File: config.mk
export PLATFORM = sky130hd
export DESIGN_NAME = hx711_reader
export DESIGN_NICKNAME = d
export VERILOG_FILES = /design/src/rtl/hx711_pkg.sv /design/src/rtl/hx711_avg.sv /design/src/rtl/hx711_reader.sv
export SDC_FILE = /design/constraint.sdc
export NUM_CORES = 1
export LEC_CHECK = 0
export BUFFER_PORTS_ARGS = -buffer_cell sky130_fd_sc_hd__buf_2
export CAP_MARGIN = 20
export CORE_MARGIN = 10
export CORE_UTILIZATION = 65
export CTS_CLUSTER_DIAMETER = 100
export DETAILED_ROUTE_END_ITERATION = 10
export HOLD_SLACK_MARGIN = 0.03
export PLACE_DENSITY = 0.85
export SLEW_MARGIN = 20
export SYNTH_ARGS = -nofsm -noshare
export SYNTH_HDL_FRONTEND = slang
export SYNTH_HIERARCHICAL = 1
export SYNTH_SLANG_ARGS = --single-unit
File: constraint.sdc
create_clock -name clk_50 -period 5.7 [get_ports clk_50]
set_clock_uncertainty 0.2 [all_clocks]
set_input_delay 0.855 -clock clk_50 [delete_from_list [all_inputs] [get_ports clk_50]]
set_output_delay 0.855 -clock clk_50 [all_outputs]
set_load 0.005 [all_outputs]
File: src/rtl/hx711_pkg.sv
// Shared definitions for the HX711 reader: gain encodings, pulse counts
// per gain, and the frame-sequencer state encoding.
package hx711_pkg;

   // Gain/channel encodings as presented on gain_sel and sample_gain.
   localparam logic [1:0] GAIN_A128 = 2'b00;
   localparam logic [1:0] GAIN_B32  = 2'b01;
   localparam logic [1:0] GAIN_A64  = 2'b10;

   typedef enum logic [2:0] {
      ST_WAIT_RDY = 3'd0,
      ST_SCK_HI   = 3'd1,
      ST_SCK_LO   = 3'd2,
      ST_LATCH    = 3'd3,
      ST_PWRDN    = 3'd4
   } hx711_state_t;

   // The reserved code 2'b11 behaves as channel A, gain 128.
   function automatic logic [1:0] norm_gain(input logic [1:0] gain);
      return (gain == 2'b11) ? GAIN_A128 : gain;
   endfunction

   // Total PD_SCK pulses per frame: 24 data bits plus 1..3 gain-select pulses.
   function automatic logic [4:0] pulses_for(input logic [1:0] gain);
      case (gain)
         GAIN_B32: return 5'd26;
         GAIN_A64: return 5'd27;
         default:  return 5'd25;
      endcase
   endfunction

endpackage

File: src/rtl/hx711_avg.sv
// Power-of-two block averager. Sums 2^AVG_LOG2 signed samples, then
// publishes the floor of the mean and pulses o_avg_valid for one cycle.
// i_clr discards a partial block; a sample that completes a block wins.
module hx711_avg #(
   parameter int AVG_LOG2 = 2
) (
   input  logic        clk_50,
   input  logic        rst_n,
   input  logic        i_clr,
   input  logic        i_valid,
   input  logic [23:0] i_sample,
   output logic [23:0] o_avg,
   output logic        o_avg_valid
);

   localparam int ACC_W = 24 + AVG_LOG2;
   localparam int CNT_W = (AVG_LOG2 > 0) ? AVG_LOG2 : 1;
   localparam logic [CNT_W-1:0] CNT_LAST = CNT_W'((1 << AVG_LOG2) - 1);

   logic signed [ACC_W-1:0] r_acc;
   logic        [CNT_W-1:0] r_cnt;
   logic        [23:0]      r_avg;
   logic                    r_avg_valid;

   logic signed [ACC_W-1:0] w_acc_next;
   logic signed [ACC_W-1:0] w_mean;

   // Sign-extend the incoming sample into the wider accumulator.
   assign w_acc_next = r_acc + ACC_W'($signed(i_sample));
   // Arithmetic shift gives the mean rounded toward minus infinity.
   assign w_mean     = w_acc_next >>> AVG_LOG2;

   // Accumulate samples; publish and restart on the last sample of a block.
   always_ff @(posedge clk_50 or negedge rst_n) begin
      if (!rst_n) begin
         r_acc       <= '0;
         r_cnt       <= '0;
         r_avg       <= '0;
         r_avg_valid <= 1'b0;
      end else begin
         r_avg_valid <= 1'b0;
         if (i_valid) begin
            if (r_cnt == CNT_LAST) begin
               r_avg       <= w_mean[23:0];
               r_avg_valid <= 1'b1;
               r_acc       <= '0;
               r_cnt       <= '0;
            end else if (i_clr) begin
               r_acc <= '0;
               r_cnt <= '0;
            end else begin
               r_acc <= w_acc_next;
               r_cnt <= r_cnt + CNT_W'(1);
            end
         end else if (i_clr) begin
            r_acc <= '0;
            r_cnt <= '0;
         end
      end
   end

   assign o_avg       = r_avg;
   assign o_avg_valid = r_avg_valid;

endmodule

File: src/rtl/hx711_reader.sv
// HX711 load-cell ADC reader: waits for DOUT low, clocks out 24 data bits
// plus gain-select pulses, publishes the signed sample and feeds the block
// averager. sample_valid / avg_valid are single-cycle strobes with no
// back-pressure: the consumer must take the value in the strobe cycle.
module hx711_reader
   import hx711_pkg::*;
#(
   parameter int SCK_HALF       = 32,
   parameter int TIMEOUT_CYCLES = 5000000,
   parameter int AVG_LOG2       = 2
) (
   input  logic        clk_50,
   input  logic        rst_n,
   input  logic        dout,
   output logic        pd_sck,
   input  logic        enable,
   input  logic [1:0]  gain_sel,
   output logic [23:0] sample,
   output logic [1:0]  sample_gain,
   output logic        sample_valid,
   output logic [23:0] avg,
   output logic        avg_valid,
   output logic        timeout,
   output logic [2:0]  state_dbg
);

   localparam int PH_W = $clog2(SCK_HALF);
   localparam int TO_W = $clog2(TIMEOUT_CYCLES);
   localparam logic [PH_W-1:0] PH_LAST = PH_W'(SCK_HALF - 1);
   localparam logic [TO_W-1:0] TO_LAST = TO_W'(TIMEOUT_CYCLES - 1);

   logic               r_dout_m;
   logic               r_dout_s;
   hx711_state_t       r_state;
   logic [PH_W-1:0]    r_phase;
   logic [TO_W-1:0]    r_to_cnt;
   logic [4:0]         r_bit_cnt;
   logic [4:0]         r_target;
   logic [1:0]         r_gain;
   logic [1:0]         r_prev_gain;
   logic [23:0]        r_shift;
   logic               r_pd_sck;
   logic [23:0]        r_sample;
   logic [1:0]         r_sample_gain;
   logic               r_sample_valid;
   logic               r_timeout;
   logic               w_avg_clr;

   // Two-flop synchroniser; resets to "not ready" so no frame starts from reset.
   always_ff @(posedge clk_50 or negedge rst_n) begin
      if (!rst_n) begin
         r_dout_m <= 1'b1;
         r_dout_s <= 1'b1;
      end else begin
         r_dout_m <= dout;
         r_dout_s <= r_dout_m;
      end
   end

   // Frame sequencer: ready wait with timeout, SCK generation, latch, power-down.
   always_ff @(posedge clk_50 or negedge rst_n) begin
      if (!rst_n) begin
         r_state        <= ST_WAIT_RDY;
         r_phase        <= '0;
         r_to_cnt       <= '0;
         r_bit_cnt      <= '0;
         r_target       <= 5'd25;
         r_gain         <= GAIN_A128;
         r_prev_gain    <= GAIN_A128;
         r_shift        <= '0;
         r_pd_sck       <= 1'b0;
         r_sample       <= '0;
         r_sample_gain  <= GAIN_A128;
         r_sample_valid <= 1'b0;
         r_timeout      <= 1'b0;
      end else begin
         r_sample_valid <= 1'b0;
         case (r_state)
            ST_WAIT_RDY: begin
               r_pd_sck <= 1'b0;
               if (!enable) begin
                  r_state  <= ST_PWRDN;
                  r_pd_sck <= 1'b1;
                  r_to_cnt <= '0;
               end else if (!r_dout_s) begin
                  r_state   <= ST_SCK_HI;
                  r_pd_sck  <= 1'b1;
                  r_gain    <= norm_gain(gain_sel);
                  r_target  <= pulses_for(gain_sel);
                  r_bit_cnt <= '0;
                  r_phase   <= '0;
                  r_shift   <= '0;
                  r_to_cnt  <= '0;
               end else if (r_to_cnt == TO_LAST) begin
                  r_timeout <= 1'b1;
                  r_to_cnt  <= '0;
               end else begin
                  r_to_cnt <= r_to_cnt + TO_W'(1);
               end
            end
            ST_SCK_HI: begin
               if (r_phase == PH_LAST) begin
                  r_phase  <= '0;
                  r_pd_sck <= 1'b0;
                  r_state  <= ST_SCK_LO;
                  // Only the first 24 pulses carry data; the rest select gain.
                  if (r_bit_cnt < 5'd24) begin
                     r_shift <= {r_shift[22:0], r_dout_s};
                  end
               end else begin
                  r_phase <= r_phase + PH_W'(1);
               end
            end
            ST_SCK_LO: begin
               if (r_phase == PH_LAST) begin
                  r_phase   <= '0;
                  r_bit_cnt <= r_bit_cnt + 5'd1;
                  if (r_bit_cnt + 5'd1 == r_target) begin
                     r_state <= ST_LATCH;
                  end else begin
                     r_state  <= ST_SCK_HI;
                     r_pd_sck <= 1'b1;
                  end
               end else begin
                  r_phase <= r_phase + PH_W'(1);
               end
            end
            ST_LATCH: begin
               // The gain pulses of a frame program the *next* conversion.
               r_sample       <= r_shift;
               r_sample_gain  <= r_prev_gain;
               r_prev_gain    <= r_gain;
               r_sample_valid <= 1'b1;
               r_timeout      <= 1'b0;
               if (!enable) begin
                  r_state  <= ST_PWRDN;
                  r_pd_sck <= 1'b1;
               end else begin
                  r_state <= ST_WAIT_RDY;
               end
            end
            ST_PWRDN: begin
               // The chip wakes up in A/128 regardless of earlier programming.
               r_prev_gain <= GAIN_A128;
               if (enable) begin
                  r_pd_sck <= 1'b0;
                  r_state  <= ST_WAIT_RDY;
               end else begin
                  r_pd_sck <= 1'b1;
               end
            end
            default: begin
               r_state  <= ST_WAIT_RDY;
               r_pd_sck <= 1'b0;
            end
         endcase
      end
   end

   // Power-down throws away any partially accumulated averaging block.
   assign w_avg_clr = (r_state == ST_PWRDN);

   hx711_avg #(
      .AVG_LOG2 (AVG_LOG2)
   ) u_avg (
      .clk_50      (clk_50),
      .rst_n       (rst_n),
      .i_clr       (w_avg_clr),
      .i_valid     (r_sample_valid),
      .i_sample    (r_sample),
      .o_avg       (avg),
      .o_avg_valid (avg_valid)
   );

   assign pd_sck       = r_pd_sck;
   assign sample       = r_sample;
   assign sample_gain  = r_sample_gain;
   assign sample_valid = r_sample_valid;
   assign timeout      = r_timeout;
   assign state_dbg    = r_state;

endmodule

==> results of run 1 <==
worst reg2reg max path, cell delays in order, from the launching register on:
cell	delay, ns
dfrtp_1	0.41
ha_1	0.50
nand4_1	0.20
inv_1	0.11
nor4bb_1	0.48
o21ai_0	0.21
a211oi_1	0.53
xnor2_1	0.23
o21ai_0	0.12
power groups by stage:
stage / clock network (mW) / logic, mW / registers (mW)
floorplan: 0 / 0.0985 / 1.13
global placement: 0 / 0.140 / 1.14
detailed placement: 0 / 0.149 / 1.14
CTS: 1.12 / 0.149 / 1.12
global route: 1.18 / 0.169 / 1.13
finish: 1.11 / 0.150 / 1.12
routing by layer:
| layer | routed length (µm) | track usage [%] | share of wire (%) |
|---|---|---|---|
| met2 | 9840 | 41.1 | 50 |
| met4 | 327 | 8.11 | 1.7 |
| met3 | 1150 | 5.52 | 5.9 |
| met1 | 8200 | 30.0 | 42 |
| met5 | 0 | 0 | 0 |
per-stage QoR:
| stage | area, µm² | util [%] | power, mW |
|---|---|---|---|
| 3_3_place_gp | 8290 | 69.3 | 1.28 |
| 2_1_floorplan | 7910 | - | 1.23 |
| 4_1_cts | 8870 | 74.1 | 2.40 |
| 5_1_grt | 8870 | 74.1 | 2.47 |
| 3_5_place_dp | 8290 | 69.3 | 1.29 |
| 6_report | 8870 | 74.1 | 2.39 |
final cells by class:
type / instances / share of cell area, %
inverters: 14 / 0.593
repair buffers: 68 / 4.08
clock inverters: 15 / 1.78
multi-input cells: 648 / 44.3
flip-flops and latches: 150 / 42.4
well taps: 147 / 2.07
clock buffers: 17 / 4.80
path summary, 6_finish.rpt:
kind                       depth (start not counted)         endpoint  slack, ns       from
max in group asynchronous                          2     r_bit_cnt[1]       3.86      rst_n
min                                                0         r_dout_s       0.16   r_dout_m
max                                                8  u_avg/o_avg[23]       2.56  sample[8]
min reg2reg                                        0         r_dout_s       0.16   r_dout_m
min in group asynchronous                          1   u_avg/o_avg[0]       0.34      rst_n
max reg2reg                                        8  u_avg/o_avg[23]       2.56  sample[8]
cell usage in the layout, fill, tap and decap left out, types with 10 or more instances in the layout:
cell	Yosys	layout
o21ai_0	67	67
a22o_1	26	26
ha_1	33	33
nand2_1	201	201
dfrtp_1	147	147
a21o_1	16	16
xnor2_1	12	12
xor2_1	11	11
inv_1	14	14
clkbuf_16	0	17
and2_1	10	10
a21oi_1	38	38
a31oi_1	17	17
buf_2	3	61
and3_1	13	13
mux2_2	14	14
nor3_1	19	19
nand3_1	19	19
nor2_1	35	35
kinds of logic (layout without fill, tap and decap cells):
group,count (synthesis),count (layout),synth area share (%)
simple gates,343,343,19.6
compound gates,228,228,19.2
flops,150,150,47.5
buf+inv,54,114,2.99
fa+ha+maj,34,34,5.47
xor+xnor,23,23,2.55
mux,20,20,2.75
state kept, by name, indices dropped and copies added (netlist names):
signal	flops
r_target	2
u_avg/r_acc	26
r_gain	2
state_dbg	3
r_bit_cnt	5
r_dout_m	1
r_dout_s	1
r_shift	24
r_phase	5
u_avg/o_avg	24
sample_gain	2
sample	24
pd_sck	1
sample_valid	1
timeout	1
r_to_cnt	23
r_prev_gain	2
u_avg/r_cnt	2
u_avg/o_avg_valid	1
==> reports/results.ini, run 1 <==
[floorplanning]
ios=63
dieHeight_um=130
start_util_pct=66.2
core-area_um2=12000
die_width_um=130
row_count=40
die-area_um2=17000

[routing]
drt_first_pass_iters=5
dr.first_iter.drc_count=641
wirelength_um=19500
drc_errors=0
routedWlPerCell_um=18.4
antenna_left=0
detail_route.vias_per_cell=6.38
vias=6752

[setup_path]
cp.arrival_ns=3.20
crit_chain=ha_1 -> nand4_1 -> inv_1 -> nor4bb_1 -> o21ai_0 -> a211oi_1 -> xnor2_1 -> o21ai_0
worst_path_max_delay_cell=a211oi_1
cp-start-kind=register
endpoint_kind=register
crit_family=compound AO/OA/AOI/OAI gates
critPathKind=register to register
crit_fanout=12
required_ns=5.77
cp_num_buf_inv=1
cpPeakStageDelay_ns=0.53
cpMostUsedCell=o21ai_0

[grt]
grt-ovfl-total=0
grt_pass1_wl_um=33000
grt_antenna_before_repair=0
grt_usage_pct=24.2
grt_start_max_net_pins=106
grt_pass1_vias=6653

[power_and_ir_drop]
switchingPower_uw=624
p_comb_share_pct=6.3
p_int_mw=1.76
powerDensity_nw_per_um2=269
p_leak_nw=4.50
ir_drop_mv=0.246
clock_power_share_pct=46.7
seqPwrFrac_pct=47.0
p_sw_share_pct=26.1

[place]
dp_cells=1027
portBuffers=62
pre_cts_slack_ns=2.71
place.gp.congestion=0.950
hpwl_um=13000

[layout]
drive_gt1_share_pct=14.6
finalNonFillerCells=1059
synthToLayoutAreaGrowth_pct=12.1
diodes=0
fin_nets=939
seq_area_um2=3760
nFillCells=842
multiInputGateArea_um2=3930

[sta]
fin_crit_sh_pct=55.0
finalCriticalPeriod_ns=3.14
finalSetupViolCount=0
worstMarginPinSlew_ns=1.04
fin_setup_tns_ns=0
fmax_mhz=319
fin_ws_ns=2.56
whs_ns=0.159
finalHoldViolCount=0
rsz0062_at_grt=no
drv_slew=0
slew_headroom_pct=30.4

[cts]
holdBufCountCts=0
cts-resized-gates=0
cts_buffers=17
clockBufferDepth=2
root_buffer=clkbuf_16
post_cts_buffers=0
cts_tree=yes
cts_num_sinks=150
clk_latency_ns=0.42
htreeDepth=4
clk_pin_slew_ns=0.07

[run_status]
status=finished clean

[yosys]
syn-cell-area_um2=7910
syn_nets=892
synth_top_area_cell=dfrtp_1
yosysUniqueCellTypes=71
synth_edf_count=0
ys_warn_count=6
yosysMostFrequentCell=nand2_1
synth-main-ff-cell=dfrtp_1
seq_area_frac_synth_pct=47.5
synth.area.top_cells=dfrtp_1 (46%), nand2_1 (9.5%), ha_1 (5.2%)
synthCells=852
synth_area_per_cell_um2=9.29
ys_ff_latch=150
async_flop_share_pct=100
synth_top_cell_area_share_pct=46.5
ys_top_cells_by_count=nand2_1 (201), dfrtp_1 (147), o21ai_0 (67)

[hold_path]
hp-class=register to register

[run]
cap_violations=0

(Power assumes the default switching activity.)
==> run 2: changes to the inputs <==
Settings changed: CORE_UTILIZATION 65 to 55, PLACE_DENSITY 0.85 to 0.77.
Clock period 5.7 ns to 2.8 ns, I/O delays scaled along.
==> reports/results.ini, run 2 (synthesis gave the netlist of run 1 again) <==
[run_status]
status=finished clean

[routing]
vias=6594
detail_route.vias_per_cell=5.87
antenna_left=0
drc_errors=0
dr.first_iter.drc_count=403
drt_first_pass_iters=5
routedWlPerCell_um=17.2
wirelength_um=19400

[grt]
grt_antenna_before_repair=0
busiest_layer=met2
grtUsageMet1_pct=25.9
grt_pass1_wl_um=32400
use_met3_pct=4.73
grtUsageMet2_pct=32.6
grt_start_max_net_pins=59
grt-ovfl-total=0
grt_pass1_vias=6500
grt_usage_pct=19.8

[cts]
cts_num_sinks=150
clk_pin_slew_ns=0.06
root_buffer=clkbuf_16
clk_latency_ns=0.42
clockBufferDepth=2
cts_buffers=17
cts_tree=yes
post_cts_buffers=0
htreeDepth=4

[setup_path]
endpoint_kind=register
crit_fanout=3
cp-start-kind=register
required_ns=2.91
worstReg2RegStart=sample[3]
cp.arrival_ns=2.82
startpoint=sample[3]
critPathKind=register to register

[floorplanning]
row_count=43
ios=63
start_util_pct=56.6
die-area_um2=19600
dieHeight_um=140
die_width_um=140
core-area_um2=14000

[place]
hpwl_um=13500
place.gp.congestion=0.893
dp_cells=1091
portBuffers=62

[layout]
finalNonFillerCells=1124
top_register=u_avg/r_acc
final_util_pct=65.6
largest_reg_flops=26
drive_gt1_share_pct=17.9
final_common_cell=nand2_1
synthToLayoutAreaGrowth_pct=16.1
diodes=0
final_cell_mix=nand2_1 (201), dfrtp_1 (147), o21ai_0 (66)
fin_nets=972

[sta]
worstMarginPinSlew_ns=0.658
fin_setup_tns_ns=0
finalSetupViolCount=0
fmax_mhz=368
finalCriticalPeriod_ns=2.72
rsz0062_at_grt=no
fin_crit_sh_pct=97.0
slew_headroom_pct=55.8
finalHoldViolCount=0
drv_slew=0

[hold_path]
hp-start=enable
hp-class=input pin to register

[power_and_ir_drop]
p_leak_nw=4.65
powerDensity_nw_per_um2=515
ir_drop_mv=0.463

[run]
cap_violations=0

run 2: stage by stage:
step / hold WS [ns] / instance area, µm² / worst slack [ns] / total power [mW]
finish: 0.0577 / 9180 / 0.0831 / 4.73
CTS: 0.0479 / 9160 / 0.0302 / 4.77
global route: 0.0613 / 9180 / 0.00696 / 4.91
detailed placement: 0.155 / 8580 / 0.0197 / 2.64
floorplan: -0.0756 / 7910 / 0.167 / 2.50
global placement: 0.147 / 8580 / 0.0414 / 2.63
run 2: where the power goes:
| part | internal (mW) | leakage [nW] | switching [mW] |
|---|---|---|---|
| logic | 0.118 | 2.31 | 0.207 |
| clock network | 1.19 | 0.267 | 0.938 |
| registers | 2.23 | 2.07 | 0.0551 |
| total | 3.53 | 4.65 | 1.20 |
run 2: metal layers:
layer / part of all wire (%) / up-vias
met4: 0.97 / 0
met3: 5.3 / 14
met5: 0 / -
met1: 45 / 3224
met2: 49 / 173
li1: - / 3183
run 2: final timing paths:
kind | cells past startpoint | slack (ns) | end
min in group asynchronous | 2 | 0.33 | u_avg/r_acc[4]
worst max-delay path | 9 | 0.08 | u_avg/o_avg[15]
worst min-delay path | 2 | 0.06 | state_dbg[2]
worst min register to register | 0 | 0.16 | r_dout_s
worst max register to register | 9 | 0.08 | u_avg/o_avg[15]
max in group asynchronous | 3 | 1.41 | r_to_cnt[22]
run 2: final cells by class:
type                       count  area, µm²
clock buffer                  19        453
clock inverter                12       95.1
fill                        1143       4810
multi-input combinational    648       3960
sequential                   150       3760
timing repair buffer         101        639
inverter                      14       52.6
tap                          180        225
run 2: timing repair:
item | CTS | global route
resized for setup | 1 | 6
pin swaps | 0 | 3
setup endpoints to repair | 4 | 13
hold buffers | 2 | 0
endpoints found under the hold margin | 54 | 0
run 2: critical path, cell delays in order, from the launching register on:
cell      delay (ns)
dfrtp_1         0.40
ha_1            0.33
a211o_1         0.31
a31oi_2         0.18
nor4bb_1        0.09
buf_4           0.16
or2_4           0.26
a311oi_2        0.27
xnor2_1         0.12
mux2_2          0.27
==> run 3: changes to the inputs <==
Settings changed: BUFFER_PORTS_ARGS -buffer_cell sky130_fd_sc_hd__buf_2 to default, CORE_ASPECT_RATIO from default to 0.5, CORE_UTILIZATION 55 to 58, DONT_BUFFER_PORTS from default to 1, PLACE_DENSITY 0.77 to 0.76.
==> reports/results.ini, run 3 (synthesis gave the netlist of run 1 again) <==
[run_status]
status=finished, violations left
failed_checks=negative hold slack

[cts]
clk_latency_ns=0.42
root_buffer=clkbuf_16
clk_pin_slew_ns=0.07
cts_tree=yes
holdBufCountCts=4
cts_num_sinks=150
htreeDepth=4
clockBufferDepth=2
cts_buffers=17

[sta]
finalHoldViolCount=150
worstMarginPinSlew_ns=0.820
finalCriticalPeriod_ns=2.72
fmax_mhz=368
slew_headroom_pct=44.9
whs_ns=-0.508
finalSetupViolCount=0
drv_slew=0
rsz0062_at_grt=yes
fin_crit_sh_pct=97.1

[place]
place.gp.congestion=0.895
dpl-instance-area_um2=8220
portBuffers=0
hpwl_um=12800

[setup_path]
cp_num_cells=8
cpPeakStageDelay_ns=0.40
crit_chain=ha_2 -> a211o_1 -> a31oi_4 -> nor4bb_2 -> or2_1 -> a311oi_2 -> xnor2_1 -> mux2_2
crit_family=compound AO/OA/AOI/OAI gates
cp.arrival_ns=2.81
startpoint=sample[3]
cp_num_buf_inv=0
worstReg2RegStart=sample[3]
required_ns=2.90
critPathKind=register to register
crit_fanout=5
cp-start-kind=register
endpoint_kind=register
r2r_cells=8
worst_path_max_delay_cell=dfrtp_1

[hold_path]
hp-class=input pin to async pin

[layout]
final_common_cell=nand2_1
nFillCells=1014
final_cell_mix=nand2_1 (201), dfrtp_1 (147), o21ai_0 (66)
top_register=u_avg/r_acc
final_area_um2=8980
largest_reg_flops=26
synthToLayoutAreaGrowth_pct=13.5
drive_gt1_share_pct=12.6
final_util_pct=66.8
diodes=0
fin_nets=910

[grt]
busiest_layer=met2
grtUsageMet2_pct=32.1
grt_usage_pct=20.3
grt_pass1_vias=6122
use_met3_pct=5.14
grt-ovfl-total=0
grt_pass1_wl_um=31100
grt_start_max_net_pins=151
grt_antenna_before_repair=0
grtUsageMet1_pct=27.6

[power_and_ir_drop]
ir_drop_mv=0.449
p_leak_nw=4.35
power.total_mw=5.03
powerDensity_nw_per_um2=560

[floorplanning]
start_util_pct=58.9
core-area_um2=13400
row_count=30
die-area_um2=19000
ios=63
die_width_um=185
dieHeight_um=103

[run]
cap_violations=0

[routing]
routedWlPerCell_um=17.9
antenna_left=0
detail_route.vias_per_cell=6.16
dr.first_iter.drc_count=705
wirelength_um=18900
drt_first_pass_iters=6
vias=6520
drc_errors=0

[run 3: cell count changes in the layout (fill, tap and decap cells not counted), sizes merged]
| cell | delta |
|---|---|
| buf | -64 |
| dlygate4sd3 | +2 |
| inv | -3 |
| clkbuf | +2 |
| bufinv | +4 |
| clkinvlp | -2 |
[run 3: metal layers]
layer	part of all wire (%)	vias to the layer above
met1	47	3229
met3	5.8	17
met4	0.78	0
met5	0	-
li1	-	3077
met2	47	197
[run 3: worst reg2reg max path, cell delays in order (launching register included)]
cell and delay (ns):
dfrtp_1 0.40, ha_2 0.35, a211o_1 0.34, a31oi_4 0.18, nor4bb_2 0.09, or2_1 0.30
a311oi_2 0.31, xnor2_1 0.15, mux2_2 0.28
[run 3: path summary, 6_finish.rpt]
path	slack, ns	end
max	0.08	u_avg/o_avg[15]
min	-0.51	u_avg/o_avg[20]
max reg2reg	0.08	u_avg/o_avg[15]
min reg2reg	0.16	r_dout_s
max in group asynchronous	2.58	r_dout_m
min in group clk_50	0.08	r_gain[0]
[run 3: what timing repair did]
item,in CTS,in global routing
setup endpoints to repair,1,17
pin swaps,0,1
hold endpoints to repair,154,150
buffers inserted,0,0
resized for setup,1,13
[run 3: cell type report]
type,count,area (µm²),area share (%)
clock buffer,21,470,5.24
clock inverter,11,170,1.89
inverter,14,52.6,0.585
multi-input combinational,648,4010,44.6
sequential,150,3760,41.8
tap,176,220,2.45
timing repair buffer,39,303,3.37
[run 3: power breakdown]
group          total, mW  switching (mW)  internal (mW)
Clock               2.48           0.909           1.57
Combinational      0.272           0.165          0.107
Sequential          2.28          0.0547           2.23
Total               5.03            1.13           3.90
[run 3: per-stage QoR]
stage	worst slack, ns	std cells	TNS (ns)
final	0.0812	1059	0
after global routing	-0.00666	1059	-0.00997
after CTS	0.00112	1059	0
after detailed placement	0.0167	1023	0
after global placement	0.0528	1023	0
after floorplan	0.167	852	0
